===== src/rtl/mem_port_arbiter_pkg.sv =====
// Shared types for the fetch/data memory port arbiter.
// Request struct widths are fixed here; the top parameters default to the same values.
package mem_port_arbiter_pkg;

    localparam int unsigned MEM_ADDR_W = 64;
    localparam int unsigned MEM_DATA_W = 64;
    localparam int unsigned MEM_STRB_W = MEM_DATA_W / 8;

    typedef enum logic [1:0] {
        IDLE   = 2'd0,
        BUSY_I = 2'd1,
        BUSY_D = 2'd2
    } arb_state_t;

    typedef enum logic {
        OWN_I = 1'b0,
        OWN_D = 1'b1
    } arb_owner_t;

    typedef enum logic [2:0] {
        MSIZE1 = 3'd0,
        MSIZE2 = 3'd1,
        MSIZE4 = 3'd2,
        MSIZE8 = 3'd3
    } msize_t;

    typedef struct packed {
        logic                  is_write;
        msize_t                size;
        logic [MEM_ADDR_W-1:0] addr;
        logic [MEM_STRB_W-1:0] strobe;
        logic [MEM_DATA_W-1:0] data;
    } mem_req_t;

    // A fetch is always a 32-bit read at the given address.
    function automatic mem_req_t make_fetch_req(input logic [MEM_ADDR_W-1:0] addr);
        mem_req_t r;
        r          = '0;
        r.size     = MSIZE4;
        r.addr     = addr;
        return r;
    endfunction

endpackage


===== src/rtl/mem_req_latch.sv =====
// Holds the granted request stable for the downstream port until the transaction ends.
module mem_req_latch
    import mem_port_arbiter_pkg::*;
(
    input  logic     clk_i,
    input  logic     rst_i,
    input  logic     load_i,
    input  mem_req_t req_i,
    output mem_req_t req_o
);

    mem_req_t req_d, req_q;

    always_comb begin
        req_d = req_q;
        if (load_i) begin
            req_d = req_i;
        end
    end

    always_ff @(posedge clk_i or posedge rst_i) begin
        if (rst_i) begin
            req_q <= '0;
        end else begin
            req_q <= req_d;
        end
    end

    assign req_o = req_q;

endmodule


===== src/rtl/mem_port_arbiter.sv =====
// Shares one single-beat memory port between the fetch and data buses.
// Define MEM_ARB_RR_EN for round-robin arbitration; default is fixed dbus > ibus priority.
module mem_port_arbiter
    import mem_port_arbiter_pkg::*;
#(
    parameter int unsigned ADDR_W = MEM_ADDR_W,
    parameter int unsigned DATA_W = MEM_DATA_W
) (
    input  logic              clk,
    input  logic              reset,

    input  logic              ireq_valid,
    input  logic [ADDR_W-1:0] ireq_addr,
    output logic              iresp_addr_ok,
    output logic              iresp_data_ok,
    output logic [31:0]       iresp_data,

    input  logic              dreq_valid,
    input  logic [ADDR_W-1:0] dreq_addr,
    input  logic [2:0]        dreq_size,
    input  logic [7:0]        dreq_strobe,
    input  logic [DATA_W-1:0] dreq_data,
    output logic              dresp_addr_ok,
    output logic              dresp_data_ok,
    output logic [DATA_W-1:0] dresp_data,

    output logic              oreq_valid,
    output logic              oreq_is_write,
    output logic [ADDR_W-1:0] oreq_addr,
    output logic [2:0]        oreq_size,
    output logic [7:0]        oreq_strobe,
    output logic [DATA_W-1:0] oreq_data,
    input  logic              oresp_ready,
    input  logic [DATA_W-1:0] oresp_data
);

    arb_state_t state_d, state_q;
    logic       oreq_valid_d, oreq_valid_q;
    logic       load;
    logic       pick_d;
    mem_req_t   req_d, req_q;
    mem_req_t   fetch_req, data_req;
    logic       i_done, d_done;

`ifdef MEM_ARB_RR_EN
    arb_owner_t last_owner_d, last_owner_q;
`endif

    always_comb begin
        fetch_req         = make_fetch_req(ireq_addr);
        data_req          = '0;
        data_req.is_write = |dreq_strobe;
        data_req.size     = msize_t'(dreq_size);
        data_req.addr     = dreq_addr;
        data_req.strobe   = dreq_strobe;
        data_req.data     = dreq_data;
    end

    // Data side wins unless round-robin says the fetch side is due.
`ifdef MEM_ARB_RR_EN
    assign pick_d = dreq_valid && (!ireq_valid || (last_owner_q == OWN_I));
`else
    assign pick_d = dreq_valid;
`endif

    always_comb begin
        state_d      = state_q;
        oreq_valid_d = oreq_valid_q;
        load         = 1'b0;
        req_d        = fetch_req;
`ifdef MEM_ARB_RR_EN
        last_owner_d = last_owner_q;
`endif
        case (state_q)
            IDLE: begin
                if (pick_d) begin
                    load         = 1'b1;
                    req_d        = data_req;
                    state_d      = BUSY_D;
                    oreq_valid_d = 1'b1;
`ifdef MEM_ARB_RR_EN
                    last_owner_d = OWN_D;
`endif
                end else if (ireq_valid) begin
                    load         = 1'b1;
                    req_d        = fetch_req;
                    state_d      = BUSY_I;
                    oreq_valid_d = 1'b1;
`ifdef MEM_ARB_RR_EN
                    last_owner_d = OWN_I;
`endif
                end
            end
            BUSY_I, BUSY_D: begin
                // Completion always returns to IDLE, giving one bubble before the next grant.
                if (oresp_ready) begin
                    state_d      = IDLE;
                    oreq_valid_d = 1'b0;
                end
            end
            default: begin
                state_d      = IDLE;
                oreq_valid_d = 1'b0;
            end
        endcase
    end

    always_ff @(posedge clk or posedge reset) begin
        if (reset) begin
            state_q      <= IDLE;
            oreq_valid_q <= 1'b0;
`ifdef MEM_ARB_RR_EN
            last_owner_q <= OWN_I;
`endif
        end else begin
            state_q      <= state_d;
            oreq_valid_q <= oreq_valid_d;
`ifdef MEM_ARB_RR_EN
            last_owner_q <= last_owner_d;
`endif
        end
    end

    mem_req_latch u_req_latch (
        .clk_i  (clk),
        .rst_i  (reset),
        .load_i (load),
        .req_i  (req_d),
        .req_o  (req_q)
    );

    assign oreq_valid    = oreq_valid_q;
    assign oreq_is_write = req_q.is_write;
    assign oreq_addr     = req_q.addr;
    assign oreq_size     = req_q.size;
    assign oreq_strobe   = req_q.strobe;
    assign oreq_data     = req_q.data;

    assign i_done = (state_q == BUSY_I) && oresp_ready;
    assign d_done = (state_q == BUSY_D) && oresp_ready;

    assign iresp_addr_ok = i_done;
    assign iresp_data_ok = i_done;
    assign iresp_data    = !i_done    ? 32'h0 :
                           req_q.addr[2] ? oresp_data[63:32] : oresp_data[31:0];

    assign dresp_addr_ok = d_done;
    assign dresp_data_ok = d_done;
    assign dresp_data    = d_done ? oresp_data : '0;

endmodule

===== config.mk =====
export PLATFORM = sky130hd
export DESIGN_NAME = mem_port_arbiter
export DESIGN_NICKNAME = d
export VERILOG_FILES = /design/src/rtl/mem_port_arbiter_pkg.sv /design/src/rtl/mem_req_latch.sv /design/src/rtl/mem_port_arbiter.sv
export SDC_FILE = /design/constraint.sdc
export NUM_CORES = 1
export LEC_CHECK = 0
export BUFFER_PORTS_ARGS = -buffer_cell sky130_fd_sc_hd__clkbuf_2
export CORE_AREA = 10 10 189 191
export CTS_BUF_LIST = sky130_fd_sc_hd__clkbuf_16
export DETAILED_ROUTE_END_ITERATION = 10
export DIE_AREA = 0 0 199 201
export HOLD_SLACK_MARGIN = 0.12
export PLACE_DENSITY = 0.5
export SYNTH_ARGS = -nofsm -noshare
export SYNTH_HDL_FRONTEND = slang
export SYNTH_HIERARCHICAL = 1
export SYNTH_SLANG_ARGS = --single-unit

===== constraint.sdc =====
create_clock -name clk -period 12 [get_ports clk]
set_input_delay 2.4 -clock clk [delete_from_list [all_inputs] [get_ports clk]]
set_output_delay 2.4 -clock clk [all_outputs]
set_load 0.01 [all_outputs]

==> run metrics, run 1 <==
CTS root buf=clkbuf_16; Post-CTS Hold Buffers=0; Hold Vio Cnt, Final=0; global-route wire length before repair=~46 mm; Synth area leaders=dfrtp_1 (44%), mux2_4 (23%), mux2_2 (11%), and3_1 (11%), mux2i_1 (3.9%); worst path buffer plus inverter count=2; hold_ws=between 500 and 600 ps; Port Buffers=approximately 510; worst relative slew slack=26.4%; Detailed Routing Iterations Pass 1=4; Post-CTS Resized=0; die height=around 200 um; synth warn=6; FF-to-FF End=u_req_latch/req_o[27]; worst skew pair latency=about 430 ps; Mapped Cells=between 600 and 700; fraction of registers with async set/reset=between 90% and 100%; status=finished clean; CP max FO=67; CP most frequent cell=clkbuf_2; highest-count cells in the layout ignoring fill and taps=clkbuf_2 (512), dfrtp_1 (142), and3_1 (138); syn_area_per_cell=approximately 13 um2; Leakage=around 6.8 nW; Synth top area share=between 40% and 50%; Sink Count=roughly 140; register area share after synthesis=between 40% and 50%; fmax=about 0.14 GHz; # IOs=~510; Via Count=approximately 6.8k; EDFF count, synth=0; crit-path cells=clkbuf_2 -> nand2_1 -> nor2_1 -> clkbuf_2; post-detailed-routing wire length=approximately 31 mm; Detailed Place HPWL=approximately 25 mm; CTS H-tree depth=4; post-synth top area cell=dfrtp_1; peak supply drop=~0.0001 V; hold depth=1; Register-to-Register Path Depth=6; pre-CTS WS=slightly above 5000 ps; CP Data Required Time=9600 ps; Initial Utilization=25.6%; Tot GR Track Use=between 10% and 20%; slowest stage delay, CP=a little over 900 ps; Synth cell types=22; mapped cell area=approximately 8000 um2; RSZ-0062 raised after global routing=false; GRT overflow=0; area delta synth->final=41.6%; commonest non-fill, non-tap cell in the layout=clkbuf_2; drt drc=0; fraction of layout cells with a size suffix above 1=between 60% and 70%; Hold Path Class=register to register; Final Max Slew Viols=0; Worst R2R Start=state_q[0]; crit share post-route=approximately three fifths; FF-to-FF setup slack=8360 ps; hold path start=u_req_latch/req_o[31]; critical path launch point type=primary input; chip width=199 um; Num CTS Buffers=17; Longest Clk Path Bufs=2; Max-Cap Viols=0; die area=40000 um2; CP Capture Type=output port; Placement Rows=66; Post-CTS Setup Inserts=0; PnR worst setup slack=5030 ps; setup TNS=0 ps; First DRT Iteration DRCs=roughly 310; Placeable Area=approximately 32000 um2; Layout Skew=roughly 16 ps; CTS tree=built; Routed WL per cell=20.5 um; CP Data Arrival Time=around 4600 ps; Worst-Margin Slew=roughly 1100 ps; Top Family by Delay on Critical Path=simple AND/OR/NAND/NOR gates; largest net degree at the start of global routing=80; PwrDens=between 200 and 250 nW/um2; slowest CP cell=nand2_1; Total Nets Final=around 1.4k; DRT antenna net count=0; GP Congestion=about 0.92; Setup violations, final=0; Seq cells post-synth=143; clock slew at reported path FFs=around 60 ps; kind of critical path=primary input to output port; minimum clock period=6970 ps; Min-Delay Endpoint=u_req_latch/req_o[31]; vias in the first global route=slightly above 7k; initial antenna violation count=3; routed vias/inst=between 4 and 5; Layout Utilization=between 30 and 40%; Synthesized Nets=slightly above 900; Top FF cell, synth=dfrtp_1
-- synthesized netlist by cell type (2+ instances only) --
master	instances
and3_1	138
buf_2	11
buf_4	2
buf_6	15
clkbuf_1	33
dfrtp_1	143
ha_1	3
inv_1	5
mux2_2	77
mux2_4	127
mux2i_1	32
nor2_1	34
nor2b_1	5
nor4_1	2
o21ai_0	2
o22a_1	2
-- cells by family after synthesis --
family                     after synthesis  share of synthesized area (%)
DFF                                    143                           43.7
and+or+nand+nor                        183                           12.9
muxes                                  236                           37.7
AOI/OAI and AO/OA                        5                          0.397
adders and majority gates                3                          0.458
buffers and inverters                   67                           4.84
-- registers in the layout, indices dropped and copies added, names as in the netlist --
name and flops:
state_q 2, u_req_latch/req_o 140, oreq_valid 1
-- through the flow --
stage | cell area [um2] | instances | total power, W
floorplan | 8200 | 637 | 0.00182
global placement | 11000 | 1502 | 0.00233
detailed placement | 11000 | 1502 | 0.00233
CTS | 11600 | 1533 | 0.00294
global route | 11600 | 1533 | 0.00307
finish | 11600 | 1534 | 0.00288
-- where the power goes --
part           switching [W]  internal, W  leakage (nW)  total (W)
logic               0.000679     0.000742          4.73    0.00142
clock network       0.000217     0.000368         0.305   0.000585
registers           0.000157     0.000721          1.80   0.000878
-- layer usage --
layer	part of all wire [%]	track usage, %	vias up
met3	9.8	6.35	25
met2	49	25.2	289
met4	1.2	3.54	2
met5	0.057	0	-
met1	40	17.2	3294
li1	-	-	3229
-- final cells by class --
type / instances / area, um2
Timing Repair Buffer: 519 / 2620
Clock inverter: 14 / 213
Fill cell: 3266 / 20400
Antenna cell: 1 / 2.50
Tap cell: 408 / 510
Sequential cell: 143 / 3580
Inverter: 5 / 23.8
Clock buffer: 17 / 425
Multi-Input combinational cell: 427 / 4240
-- worst reg2reg max path, cell delays in order (launching register included) --
cell     delay (ps)
dfrtp_1         400
inv_1            90
ha_2            160
buf_4           500
nor2b_4         960
buf_4           950
mux2_2          450
-- how the worst max path moves through the flow --
stage,start,endpoint,cells past startpoint,slack [ps]
after floorplan,reset,u_req_latch/req_o[0],1,5850
after global placement,oresp_ready,iresp_data[25],4,5130
after detailed placement,oresp_ready,iresp_data[20],4,5070
after CTS,oresp_ready,iresp_data[20],4,5060
after global routing,oresp_ready,iresp_data[18],4,4760
final,oresp_ready,iresp_data[8],4,5030
(Power assumes the default switching activity.)
==> inputs of run 2 (changes only) <==
Settings changed: CORE_AREA 10 10 189 191 to 10 10 190 192, DIE_AREA 0 0 199 201 to 0 0 200 202, PLACE_DENSITY 0.5 to 0.49.
Clock period 12 ns to 7 ns, I/O delays scaled along.
==> run metrics, run 2 (synthesis gave the netlist of run 1 again) <==
CTS tree=built; Max-Cap Viols=0 (unchanged); minimum clock period=5020 ps; fraction of layout cells with a size suffix above 1=67.3% (-0.089 points); vias in the first global route=7396 (+3.4%); PnR worst setup slack=1980 ps (-3060 ps); Routed WL per cell=20.1 um (-1.9%); CTS root buf=clkbuf_16; commonest non-fill, non-tap cell in the layout=clkbuf_2; Worst-Margin Slew=1100 ps (-3.33 ps); Placeable Area=32300 um2 (+0.77%); Finished Layout Cells=1567 (+2.2%); largest net degree at the start of global routing=103 (+29%); Placement Rows=66 (unchanged); Hold Path Class=register to register; chip width=200 um (+0.50%); DP Cell Count=1536 (+2.3%); peak supply drop=0.000164 V (+63%); Sink Count=143 (unchanged); critical path launch point type=primary input; Hold Vio Cnt, Final=0 (unchanged); worst skew pair latency=410 ps (-20 ps); PwrDens=421 nW/um2 (+69%); status=finished clean; Detailed Routing Iterations Pass 1=4 (unchanged); Longest Clk Path Bufs=2 (unchanged); Total Nets Final=1388 (unchanged); Setup violations, final=0 (unchanged); drt drc=0 (unchanged); Detailed Place HPWL=24.5 mm (-0.75%); Final Max Slew Viols=0 (unchanged); First DRT Iteration DRCs=254 (-19%); GP Congestion=0.908 (-1.7%); Tot GR Track Use=14.7% (-0.27 points); highest-count cells in the layout ignoring fill and taps=clkbuf_2 (512), dfrtp_1 (142), and3_1 (138); CTS H-tree depth=4 (unchanged); CP max FO=67 (unchanged); setup TNS=0 ps (unchanged); GRT overflow=0 (unchanged); Post-CTS Resized=0 (unchanged); Final Power=0.00488 W (+69%); die area=40400 um2 (+1.0%); CP Capture Type=output port; routed vias/inst=4.38 (-1.8%); Layout Skew=9.08 ps (-6.42 ps); die height=202 um (+0.50%); global-route wire length before repair=46.1 mm (-0.27%); Leakage=6.81 nW (-0.32%); kind of critical path=primary input to output port; RSZ-0062 raised after global routing=false; Via Count=6862 (+0.34%); Num CTS Buffers=17 (unchanged); Layout Utilization=35.9% (-0.29 points); Post-CTS Setup Inserts=0 (unchanged); Port Buffers=512 (unchanged); clock slew at reported path FFs=60 ps (about the same); max reg flops=140 (unchanged); area delta synth->final=41.5% (about the same); worst relative slew slack=26.6% (+0.22 points); # IOs=513 (unchanged); DRT antenna net count=0 (unchanged); fmax=0.199 GHz; Post-CTS Hold Buffers=0 (unchanged); # diodes=0 (-1); pre-CTS WS=2090 ps (-2980 ps); CP Data Required Time=5600 ps (-4000 ps); post-detailed-routing wire length=31.6 mm (+0.25%); Initial Utilization=25.4% (-0.20 points); CP Data Arrival Time=3620 ps (-950 ps); crit share post-route=between 70% and 80%; initial antenna violation count=2 (-1)
## run 2: cell types whose count changed in the layout (fill, tap and decap cells not counted)
cell / before / now
bufinv_16: 5 / 3
clkinv_2: 1 / 0
clkinv_4: 1 / 2
clkinvlp_4: 2 / 3
diode_2: 1 / 0
inv_1: 4 / 5
## run 2: cell type report
type	instances	area, um2
multi-input combinational	427	4240
clock buffer	17	425
fill	3329	20700
clock inverter	14	168
inverter	5	23.8
sequential	143	3580
tap	442	553
timing repair buffer	519	2620
## run 2: worst paths after layout
check / startpoint / cells after the start / slack [ps] / endpoint
worst max-delay path: oresp_ready / 4 / 1980 / iresp_data[20]
worst min-delay path: oreq_valid / 1 / 490 / oreq_valid
worst max register to register: state_q[0] / 7 / 3700 / u_req_latch/req_o[32]
worst min register to register: oreq_valid / 1 / 490 / oreq_valid
max in group asynchronous: reset / 3 / 4710 / u_req_latch/req_o[74]
min in group asynchronous: reset / 2 / 880 / oreq_valid
## run 2: routing by layer
metal / GRT usage [%] / wire, um
met5: 0 / 21
met4: 3.38 / 409
met3: 6.15 / 3370
met1: 17.1 / 12500
met2: 24.5 / 15300
## run 2: critical path, stage by stage
cell,delay [ps]
clkbuf_2,740
nand2_1,920
nor2_1,350
clkbuf_2,180
## run 2: power breakdown
part	switching (W)	internal, W
Clock	0.000367	0.000559
Sequential	0.000271	0.00124
Combinational	0.00117	0.00128
Total	0.00181	0.00307
## run 2: metrics by stage
stage                     instance area [um2]  hold slack [ps]
after global routing                    11600              517
after floorplan                          8200              489
after CTS                               11600              496
after global placement                  11000              484
after detailed placement                11000              480
final                                   11600              493
